$ cat config.mk
export PLATFORM = sky130hd
export DESIGN_NAME = muldiv_sequencer
export DESIGN_NICKNAME = d
export VERILOG_FILES = /design/src/rtl/muldiv_sequencer.sv
export SDC_FILE = /design/constraint.sdc
export NUM_CORES = 2
export LEC_CHECK = 0
export ABC_AREA = 1
export CAP_MARGIN = 0
export CORE_MARGIN = 2
export CORE_UTILIZATION = 50
export CTS_CLUSTER_DIAMETER = 100
export DETAILED_ROUTE_END_ITERATION = 12
export PLACE_DENSITY = 0.72
export SLEW_MARGIN = 20
export SYNTH_ARGS = -nofsm -noshare
export SYNTH_HDL_FRONTEND = slang
export SYNTH_SLANG_ARGS = --single-unit
export TNS_END_PERCENT = 20
$ cat constraint.sdc
create_clock -name clock -period 13.9 [get_ports clock]
set_input_delay 2.78 -clock clock [delete_from_list [all_inputs] [get_ports clock]]
set_output_delay 2.78 -clock clock [all_outputs]
set_load 0.02 [all_outputs]
$ cat src/rtl/muldiv_sequencer.sv
// RV32M multiply/divide sequencer: fixed-latency multiply, radix-2 restoring divide,
// architectural divide corner cases resolved at issue without iterating.
module muldiv_sequencer #(
    parameter int XLEN        = 32,
    parameter int MUL_LATENCY = 2
) (
    input  logic            clock,
    input  logic            reset,
    input  logic            start,
    input  logic [2:0]      op,
    input  logic [XLEN-1:0] rs1,
    input  logic [XLEN-1:0] rs2,
    input  logic            flush,
    output logic            stall,
    output logic            done,
    output logic [XLEN-1:0] result,
    output logic            busy
);
    localparam int CNT_W = $clog2(XLEN) + 1;
    localparam logic [XLEN-1:0] INT_MIN = {1'b1, {(XLEN-1){1'b0}}};

    typedef enum logic [2:0] {
        S_IDLE = 3'd0,
        S_MUL  = 3'd1,
        S_DIV  = 3'd2,
        S_FIX  = 3'd3,
        S_DONE = 3'd4
    } state_t;

    state_t                 state_r;
    logic [CNT_W-1:0]       cnt_r;
    logic [2:0]             op_r;
    logic [XLEN-1:0]        a_r;      // multiplicand, or dividend magnitude shifting into quotient
    logic [XLEN-1:0]        b_r;      // multiplier, or divisor magnitude
    logic [XLEN-1:0]        rem_r;
    logic                   q_neg_r;
    logic                   r_neg_r;
    logic [XLEN-1:0]        result_r;
    logic                   done_r;

    logic                   accept_s;
    logic [CNT_W-1:0]       cnt_dec_s;
    logic [2:0]             mop_s;
    logic [XLEN-1:0]        ma_s;
    logic [XLEN-1:0]        mb_s;
    logic signed [XLEN:0]   a_ext_s;
    logic signed [XLEN:0]   b_ext_s;
    logic signed [2*XLEN+1:0] prod_s;
    logic [XLEN-1:0]        mul_res_s;
    logic [XLEN:0]          partial_s;
    logic [XLEN:0]          diff_s;
    logic [XLEN-1:0]        rem_nx_s;
    logic [XLEN-1:0]        quo_nx_s;
    logic [XLEN-1:0]        fix_res_s;
    logic                   sdiv_s;
    logic                   rs1_neg_s;
    logic                   rs2_neg_s;
    logic [XLEN-1:0]        rs1_mag_s;
    logic [XLEN-1:0]        rs2_mag_s;

    // Datapath: product, one restoring step, sign fix-up and issue-time operand prep.
    always_comb begin
        accept_s  = (state_r == S_IDLE) && start && !flush;
        cnt_dec_s = cnt_r - CNT_W'(1);

        // In IDLE the multiplier sees the live inputs so a single-cycle latency still works.
        mop_s   = (state_r == S_IDLE) ? op  : op_r;
        ma_s    = (state_r == S_IDLE) ? rs1 : a_r;
        mb_s    = (state_r == S_IDLE) ? rs2 : b_r;
        a_ext_s = {((mop_s == 3'd1) || (mop_s == 3'd2)) & ma_s[XLEN-1], ma_s};
        b_ext_s = {(mop_s == 3'd1) & mb_s[XLEN-1], mb_s};
        prod_s  = $signed({{(XLEN+1){a_ext_s[XLEN]}}, a_ext_s})
                * $signed({{(XLEN+1){b_ext_s[XLEN]}}, b_ext_s});
        if (mop_s == 3'd0) begin
            mul_res_s = prod_s[XLEN-1:0];
        end else begin
            mul_res_s = prod_s[2*XLEN-1:XLEN];
        end

        partial_s = {rem_r, a_r[XLEN-1]};
        diff_s    = partial_s - {1'b0, b_r};
        if (!diff_s[XLEN]) begin
            rem_nx_s = diff_s[XLEN-1:0];
            quo_nx_s = {a_r[XLEN-2:0], 1'b1};
        end else begin
            rem_nx_s = partial_s[XLEN-1:0];
            quo_nx_s = {a_r[XLEN-2:0], 1'b0};
        end

        if (op_r[1]) begin
            fix_res_s = r_neg_r ? (~rem_r + XLEN'(1)) : rem_r;
        end else begin
            fix_res_s = q_neg_r ? (~a_r + XLEN'(1)) : a_r;
        end

        sdiv_s    = op[2] & ~op[0];
        rs1_neg_s = sdiv_s & rs1[XLEN-1];
        rs2_neg_s = sdiv_s & rs2[XLEN-1];
        rs1_mag_s = rs1_neg_s ? (~rs1 + XLEN'(1)) : rs1;
        rs2_mag_s = rs2_neg_s ? (~rs2 + XLEN'(1)) : rs2;
    end

    // Sequencer FSM with registered result and done pulse.
    always_ff @(posedge clock) begin
        if (!reset) begin
            state_r  <= S_IDLE;
            cnt_r    <= '0;
            op_r     <= 3'd0;
            a_r      <= '0;
            b_r      <= '0;
            rem_r    <= '0;
            q_neg_r  <= 1'b0;
            r_neg_r  <= 1'b0;
            result_r <= '0;
            done_r   <= 1'b0;
        end else begin
            case (state_r)
                S_IDLE: begin
                    done_r <= 1'b0;
                    if (accept_s) begin
                        op_r <= op;
                        if (!op[2]) begin
                            a_r <= rs1;
                            b_r <= rs2;
                            if (MUL_LATENCY == 1) begin
                                state_r  <= S_DONE;
                                result_r <= mul_res_s;
                                done_r   <= 1'b1;
                            end else begin
                                state_r <= S_MUL;
                                cnt_r   <= CNT_W'(MUL_LATENCY - 1);
                            end
                        end else if (rs2 == '0) begin
                            state_r  <= S_DONE;
                            result_r <= op[1] ? rs1 : '1;
                            done_r   <= 1'b1;
                        end else if (sdiv_s && (rs1 == INT_MIN) && (rs2 == '1)) begin
                            state_r  <= S_DONE;
                            result_r <= op[1] ? '0 : INT_MIN;
                            done_r   <= 1'b1;
                        end else begin
                            state_r <= S_DIV;
                            a_r     <= rs1_mag_s;
                            b_r     <= rs2_mag_s;
                            rem_r   <= '0;
                            q_neg_r <= rs1_neg_s ^ rs2_neg_s;
                            r_neg_r <= rs1_neg_s;
                            cnt_r   <= CNT_W'(XLEN);
                        end
                    end
                end
                S_MUL: begin
                    if (flush) begin
                        state_r <= S_IDLE;
                    end else begin
                        cnt_r <= cnt_dec_s;
                        if (cnt_dec_s == '0) begin
                            state_r  <= S_DONE;
                            result_r <= mul_res_s;
                            done_r   <= 1'b1;
                        end
                    end
                end
                S_DIV: begin
                    if (flush) begin
                        state_r <= S_IDLE;
                    end else begin
                        rem_r <= rem_nx_s;
                        a_r   <= quo_nx_s;
                        cnt_r <= cnt_dec_s;
                        if (cnt_dec_s == '0) begin
                            state_r <= S_FIX;
                        end
                    end
                end
                S_FIX: begin
                    if (flush) begin
                        state_r <= S_IDLE;
                    end else begin
                        state_r  <= S_DONE;
                        result_r <= fix_res_s;
                        done_r   <= 1'b1;
                    end
                end
                S_DONE: begin
                    done_r  <= 1'b0;
                    state_r <= S_IDLE;
                end
                default: begin
                    done_r  <= 1'b0;
                    state_r <= S_IDLE;
                end
            endcase
        end
    end

    // Upstream hold: the accept cycle plus every working state, never while in reset.
    always_comb begin
        stall = 1'b0;
        if (!reset) begin
            stall = 1'b0;
        end else begin
            stall = accept_s || (state_r == S_MUL) || (state_r == S_DIV) || (state_r == S_FIX);
        end
    end

    assign done   = done_r;
    assign result = result_r;
    assign busy   = (state_r != S_IDLE);

endmodule

==> flow_summary.html <==
<table>
<tr><th>Metric</th><th>Value</th></tr>
<tr><th colspan="2">Hold path</th></tr>
<tr><td>Hold Crit Depth</td><td>2</td></tr>
<tr><td>Worst min-delay path category</td><td>flip-flop to flip-flop</td></tr>
<tr><td>Min-delay src</td><td>cnt_r[1]</td></tr>
<tr><td>Worst-case hold path end point</td><td>cnt_r[1]</td></tr>
<tr><th colspan="2">Synth</th></tr>
<tr><td>Main combinational cell family by area after synthesis</td><td>adder cells</td></tr>
<tr><td>Cells taking the most area after synthesis</td><td>sky130_fd_sc_hd__fa_1 44%, sky130_fd_sc_hd__inv_1 12%, sky130_fd_sc_hd__nand2_1 10%, sky130_fd_sc_hd__ha_1 6.1%, sky130_fd_sc_hd__dfxtp_1 5.5%</td></tr>
<tr><td>Main synth FF type</td><td>sky130_fd_sc_hd__dfxtp_1</td></tr>
<tr><td>Area fraction in and, or, nand and nor cells after synthesis</td><td>20.1%</td></tr>
<tr><td>Synth Area in Compound Gates</td><td>8.98%</td></tr>
<tr><td>Most used standard cells in the synthesized netlist</td><td>1612 x sky130_fd_sc_hd__inv_1, 1420 x sky130_fd_sc_hd__nand2_1, 1126 x sky130_fd_sc_hd__fa_1</td></tr>
<tr><td>Warnings, synthesis</td><td>0</td></tr>
<tr><td>Number of enable-type register cells in the synthesized netlist</td><td>0</td></tr>
<tr><td>Top-count cell post-synth</td><td>sky130_fd_sc_hd__inv_1</td></tr>
<tr><td>Synthesis-stage register bit count</td><td>around 140</td></tr>
<tr><td>Post-Synthesis Net Count</td><td>8391</td></tr>
<tr><td>Share of the yosys chip area belonging to registers</td><td>5.54%</td></tr>
<tr><td>Synth Cell Area</td><td>0.0517 mm2</td></tr>
<tr><td>Share of synthesized registers carrying an async set or reset</td><td>0%</td></tr>
<tr><td>Fraction of synthesized cell area in xor and xnor cells</td><td>1.53%</td></tr>
<tr><td>Fraction of post-synthesis cell area in the top cell type by area</td><td>43.6%</td></tr>
<tr><td>Share of cell area taken by muxes after synthesis</td><td>0%</td></tr>
<tr><td>Gate count after technology mapping</td><td>roughly 6900</td></tr>
<tr><td>Mean instance size in the synthesized netlist</td><td>around 7.4 um2</td></tr>
<tr><td>Distinct cells, synth</td><td>51</td></tr>
<tr><td>Library cell with the largest summed area after synthesis</td><td>sky130_fd_sc_hd__fa_1</td></tr>
<tr><td>Area share of fa/ha/maj cells after synthesis</td><td>about half</td></tr>
<tr><th colspan="2">Floorplan</th></tr>
<tr><td>Row Count</td><td>117</td></tr>
<tr><td>Die outline height</td><td>326 um</td></tr>
<tr><td>Core Area</td><td>0.102 mm2</td></tr>
<tr><td># IOs</td><td>about 110</td></tr>
<tr><td>Chip Width</td><td>326 um</td></tr>
<tr><td>Effective utilization at floorplan</td><td>50.6%</td></tr>
<tr><td>Die Footprint</td><td>0.106 mm2</td></tr>
<tr><th colspan="2">Critical path</th></tr>
<tr><td>Kind of launch point of the worst setup path</td><td>input port</td></tr>
<tr><td>Kind of cell adding the most delay to the critical path</td><td>adder cells</td></tr>
<tr><td>Setup slack of the most critical reg-to-reg path</td><td>2.91 ns</td></tr>
<tr><td>R2R depth</td><td>30</td></tr>
<tr><td>Worst flop-to-flop path startpoint</td><td>state_r[0]</td></tr>
<tr><td>Crit path buffers/inverters</td><td>8</td></tr>
<tr><td>Critical Path Sink Type</td><td>flip-flop</td></tr>
<tr><td>Required time of the worst setup path</td><td>14.29 ns</td></tr>
<tr><td>Crit path arrival time</td><td>13.22 ns</td></tr>
<tr><td>Worst path max stage delay</td><td>between 0.7 and 0.8 ns</td></tr>
<tr><td>Worst-path maximum fanout</td><td>23</td></tr>
<tr><td>Kind of critical path</td><td>input port to flip-flop</td></tr>
<tr><td>Cell occurring most often along the worst timing path</td><td>sky130_fd_sc_hd__fa_1</td></tr>
<tr><td>Slowest CP cell</td><td>sky130_fd_sc_hd__fa_1</td></tr>
<tr><td>Endpoint of the lowest-slack register-to-register path</td><td>result[6]</td></tr>
<tr><th colspan="2">Clock tree</th></tr>
<tr><td>Hold bufs inserted after CTS</td><td>0</td></tr>
<tr><td>Number of instances resized during post-cts repair</td><td>0</td></tr>
<tr><td>Clock sink total</td><td>143</td></tr>
<tr><td>Worst skew pair latency</td><td>0.51 ns</td></tr>
<tr><td>Number of buffers on the longest clock path</td><td>2</td></tr>
<tr><td>Number of buffers added for setup after CTS</td><td>0</td></tr>
<tr><td>Register clock-pin slew on the reported worst setup and hold paths</td><td>0.07 ns</td></tr>
<tr><td>Clock tree from TritonCTS</td><td>built</td></tr>
<tr><td>Clk root buf</td><td>sky130_fd_sc_hd__clkbuf_16</td></tr>
<tr><td>Number of CTS-inserted buffers</td><td>17</td></tr>
<tr><td>CTS HTree Levels</td><td>4</td></tr>
<tr><th colspan="2">STA</th></tr>
<tr><td>Number of max-slew violations in the final report</td><td>0</td></tr>
<tr><td>Maximum frequency from static timing analysis</td><td>78.0 MHz</td></tr>
<tr><td>Headroom to the max-slew limit</td><td>roughly 29%</td></tr>
<tr><td>Unrepaired setup endpoints after global routing</td><td>no</td></tr>
<tr><td>Crit path time final</td><td>12.83 ns</td></tr>
<tr><td>Tcrit/Tclk final</td><td>92.3%</td></tr>
<tr><td>Measured slew at the worst slew-check pin</td><td>1.07 ns</td></tr>
<tr><td>Hold violation total from the final report</td><td>0</td></tr>
<tr><td>Number of setup violations in the final report</td><td>0</td></tr>
<tr><td>Total negative slack for setup checks</td><td>0 ns</td></tr>
<tr><td>Final setup skew</td><td>roughly 0.015 ns</td></tr>
<tr><th colspan="2">Cells and area</th></tr>
<tr><td>Fraction of final layout cells with drive strength greater than 1</td><td>3.95%</td></tr>
<tr><td>FILL cells</td><td>10000</td></tr>
<tr><td>Number of nets at the end of the flow</td><td>between 8000 and 9000</td></tr>
<tr><td>Register cell area after layout</td><td>approximately 0.0029 mm2</td></tr>
<tr><td>Area growth from synthesis to final layout</td><td>6.55%</td></tr>
<tr><td>Area of the multi-input gates</td><td>0.0417 mm2</td></tr>
<tr><th colspan="2">Global routing</th></tr>
<tr><td>Largest net degree at the start of global routing</td><td>90</td></tr>
<tr><td>Number of antenna violations at the first check in global routing</td><td>4</td></tr>
<tr><td>Number of global-route vias before repair</td><td>48200</td></tr>
<tr><td>All-layer global routing usage</td><td>38.4%</td></tr>
<tr><td>Residual overflow from global routing</td><td>0</td></tr>
<tr><td>Global-route wire length before repair</td><td>304000 um</td></tr>
<tr><th colspan="2">Placed design</th></tr>
<tr><td>Detailed placement HPWL</td><td>166000 um</td></tr>
<tr><td>Port Buffer Count</td><td>105</td></tr>
<tr><td>Routability cong.</td><td>1.05</td></tr>
<tr><th colspan="2">Run</th></tr>
<tr><td>Max Cap Violations</td><td>0</td></tr>
<tr><th colspan="2">Detailed routing</th></tr>
<tr><td>Count of nets left with antenna violations after detail routing</td><td>0</td></tr>
<tr><td>Wire length after detailed routing</td><td>201000 um</td></tr>
<tr><td>DR vias</td><td>47600</td></tr>
<tr><td>DR iter-0 viols</td><td>about 5300</td></tr>
<tr><td>Ratio of routed vias to standard cells</td><td>5.74</td></tr>
<tr><td>DRC viols</td><td>0</td></tr>
<tr><td>Iteration count of the initial detailed-routing pass</td><td>9</td></tr>
<tr><td>Per-cell routed wire length</td><td>between 20 and 25 um</td></tr>
<tr><th colspan="2">Outcome</th></tr>
<tr><td>Result of the run</td><td>finished, final reports clean</td></tr>
</table>
[sequential cells by signal, indices dropped and copies added (netlist names)]
register and flops:
q_neg_r 1, result 32, a_r 32, cnt_r 6, b_r 32, r_neg_r 1, op_r 3, rem_r 32
done 1, state_r 3
[metal layers]
metal	share of wire [%]	GRT usage, %
met1	40	52.6
met3	11	9.20
met5	0	0
met2	44	59.0
met4	4.8	15.0
[layout make-up]
type	instances	share of cell area [%]
clock inverters	11	0.239
diodes	4	0.0182
flip-flops and latches	143	5.20
well taps	1368	3.11
repair buffers	228	3.62
multi-input cells	4885	75.8
clock buffers	21	0.818
inverters	1643	11.2
[worst max-delay path by stage]
stage,from,end,slack [ns],cells past startpoint
after global routing,op[1],result[22],0.68,32
after detailed placement,op[1],result[22],0.85,32
after global placement,op[1],result[24],1.06,34
after floorplan,op[2],result[24],3.24,33
final,op[1],result[22],1.07,32
after CTS,op[1],result[22],1.37,32
[placed cells by master, fill, tap and decap left out, types with 4 or more instances in the layout]
master                            synthesis  routed
sky130_fd_sc_hd__nand3b_1                10      10
sky130_fd_sc_hd__o21ai_2                 16      52
sky130_fd_sc_hd__nand3_2                  8       8
sky130_fd_sc_hd__clkdlybuf4s50_1          0     104
sky130_fd_sc_hd__diode_2                  0       4
sky130_fd_sc_hd__o21a_1                   4       4
sky130_fd_sc_hd__nor3_1                  56      56
sky130_fd_sc_hd__o22ai_1                  9       9
sky130_fd_sc_hd__fa_1                  1126    1126
sky130_fd_sc_hd__o311ai_0                 4       4
sky130_fd_sc_hd__a211oi_1                 5       5
sky130_fd_sc_hd__a31oi_1                 15      15
sky130_fd_sc_hd__buf_4                    2     121
sky130_fd_sc_hd__nand3_1                247     247
sky130_fd_sc_hd__o21bai_1                21      21
sky130_fd_sc_hd__or2_2                   10      10
sky130_fd_sc_hd__nor2_2                   1       4
sky130_fd_sc_hd__o21ai_1                 49      27
sky130_fd_sc_hd__a21boi_0                 4       4
sky130_fd_sc_hd__o211ai_1                23      23
sky130_fd_sc_hd__a21oi_1                353     352
sky130_fd_sc_hd__nand2_1               1420    1419
sky130_fd_sc_hd__nand2_2                  3       4
sky130_fd_sc_hd__xor2_1                  63      63
sky130_fd_sc_hd__nor4_1                  16      16
sky130_fd_sc_hd__o21ai_0                338     318
sky130_fd_sc_hd__o21ai_4                  1       7
sky130_fd_sc_hd__nand4_1                 51      51
sky130_fd_sc_hd__inv_2                   15      15
sky130_fd_sc_hd__nor3_2                   7       7
sky130_fd_sc_hd__a21o_1                   9       9
sky130_fd_sc_hd__clkinv_1                16      16
sky130_fd_sc_hd__dfxtp_1                143     143
sky130_fd_sc_hd__inv_1                 1612    1612
sky130_fd_sc_hd__xnor2_1                 27      27
sky130_fd_sc_hd__nor2_1                 715     712
sky130_fd_sc_hd__clkbuf_16                0      17
sky130_fd_sc_hd__ha_1                   251     251
[stage by stage]
stage	cells	setup WS (ns)	hold WS, ns	utilization, %	cell area [um2]
detailed placement	8267	0.852	0.459	53.3	54500
floorplan	6943	3.24	0.441	-	51700
global route	8299	0.681	0.488	53.9	55100
CTS	8299	1.37	0.467	53.9	55100
global placement	8267	1.06	0.449	53.3	54500
finish	8303	1.07	0.466	53.9	55100
[cell families (layout without fill, tap and decap cells)]
family / count (synthesis) / after routing
other: 0 / 4
adder cells (fa/ha/maj): 1377 / 1377
XOR/XNOR: 90 / 90
AND/OR/NAND/NOR: 2556 / 2556
buffers and inverters: 1915 / 1903
flip-flops: 143 / 143
AO/OA/AOI/OAI: 862 / 862
[worst register-to-register path: cells and delay by family (launching register included)]
kind | cells | cell delay, ns
buf+inv | 8 | 2.11
simple gates | 6 | 1.63
compound gates | 6 | 2.19
fa+ha+maj | 9 | 4.32
xor+xnor | 1 | 0.19
flops | 1 | 0.42
Power is left out: the tool's default activity adds up to more than one toggle a clock period on the data nets, which glitch-free logic cannot reach.
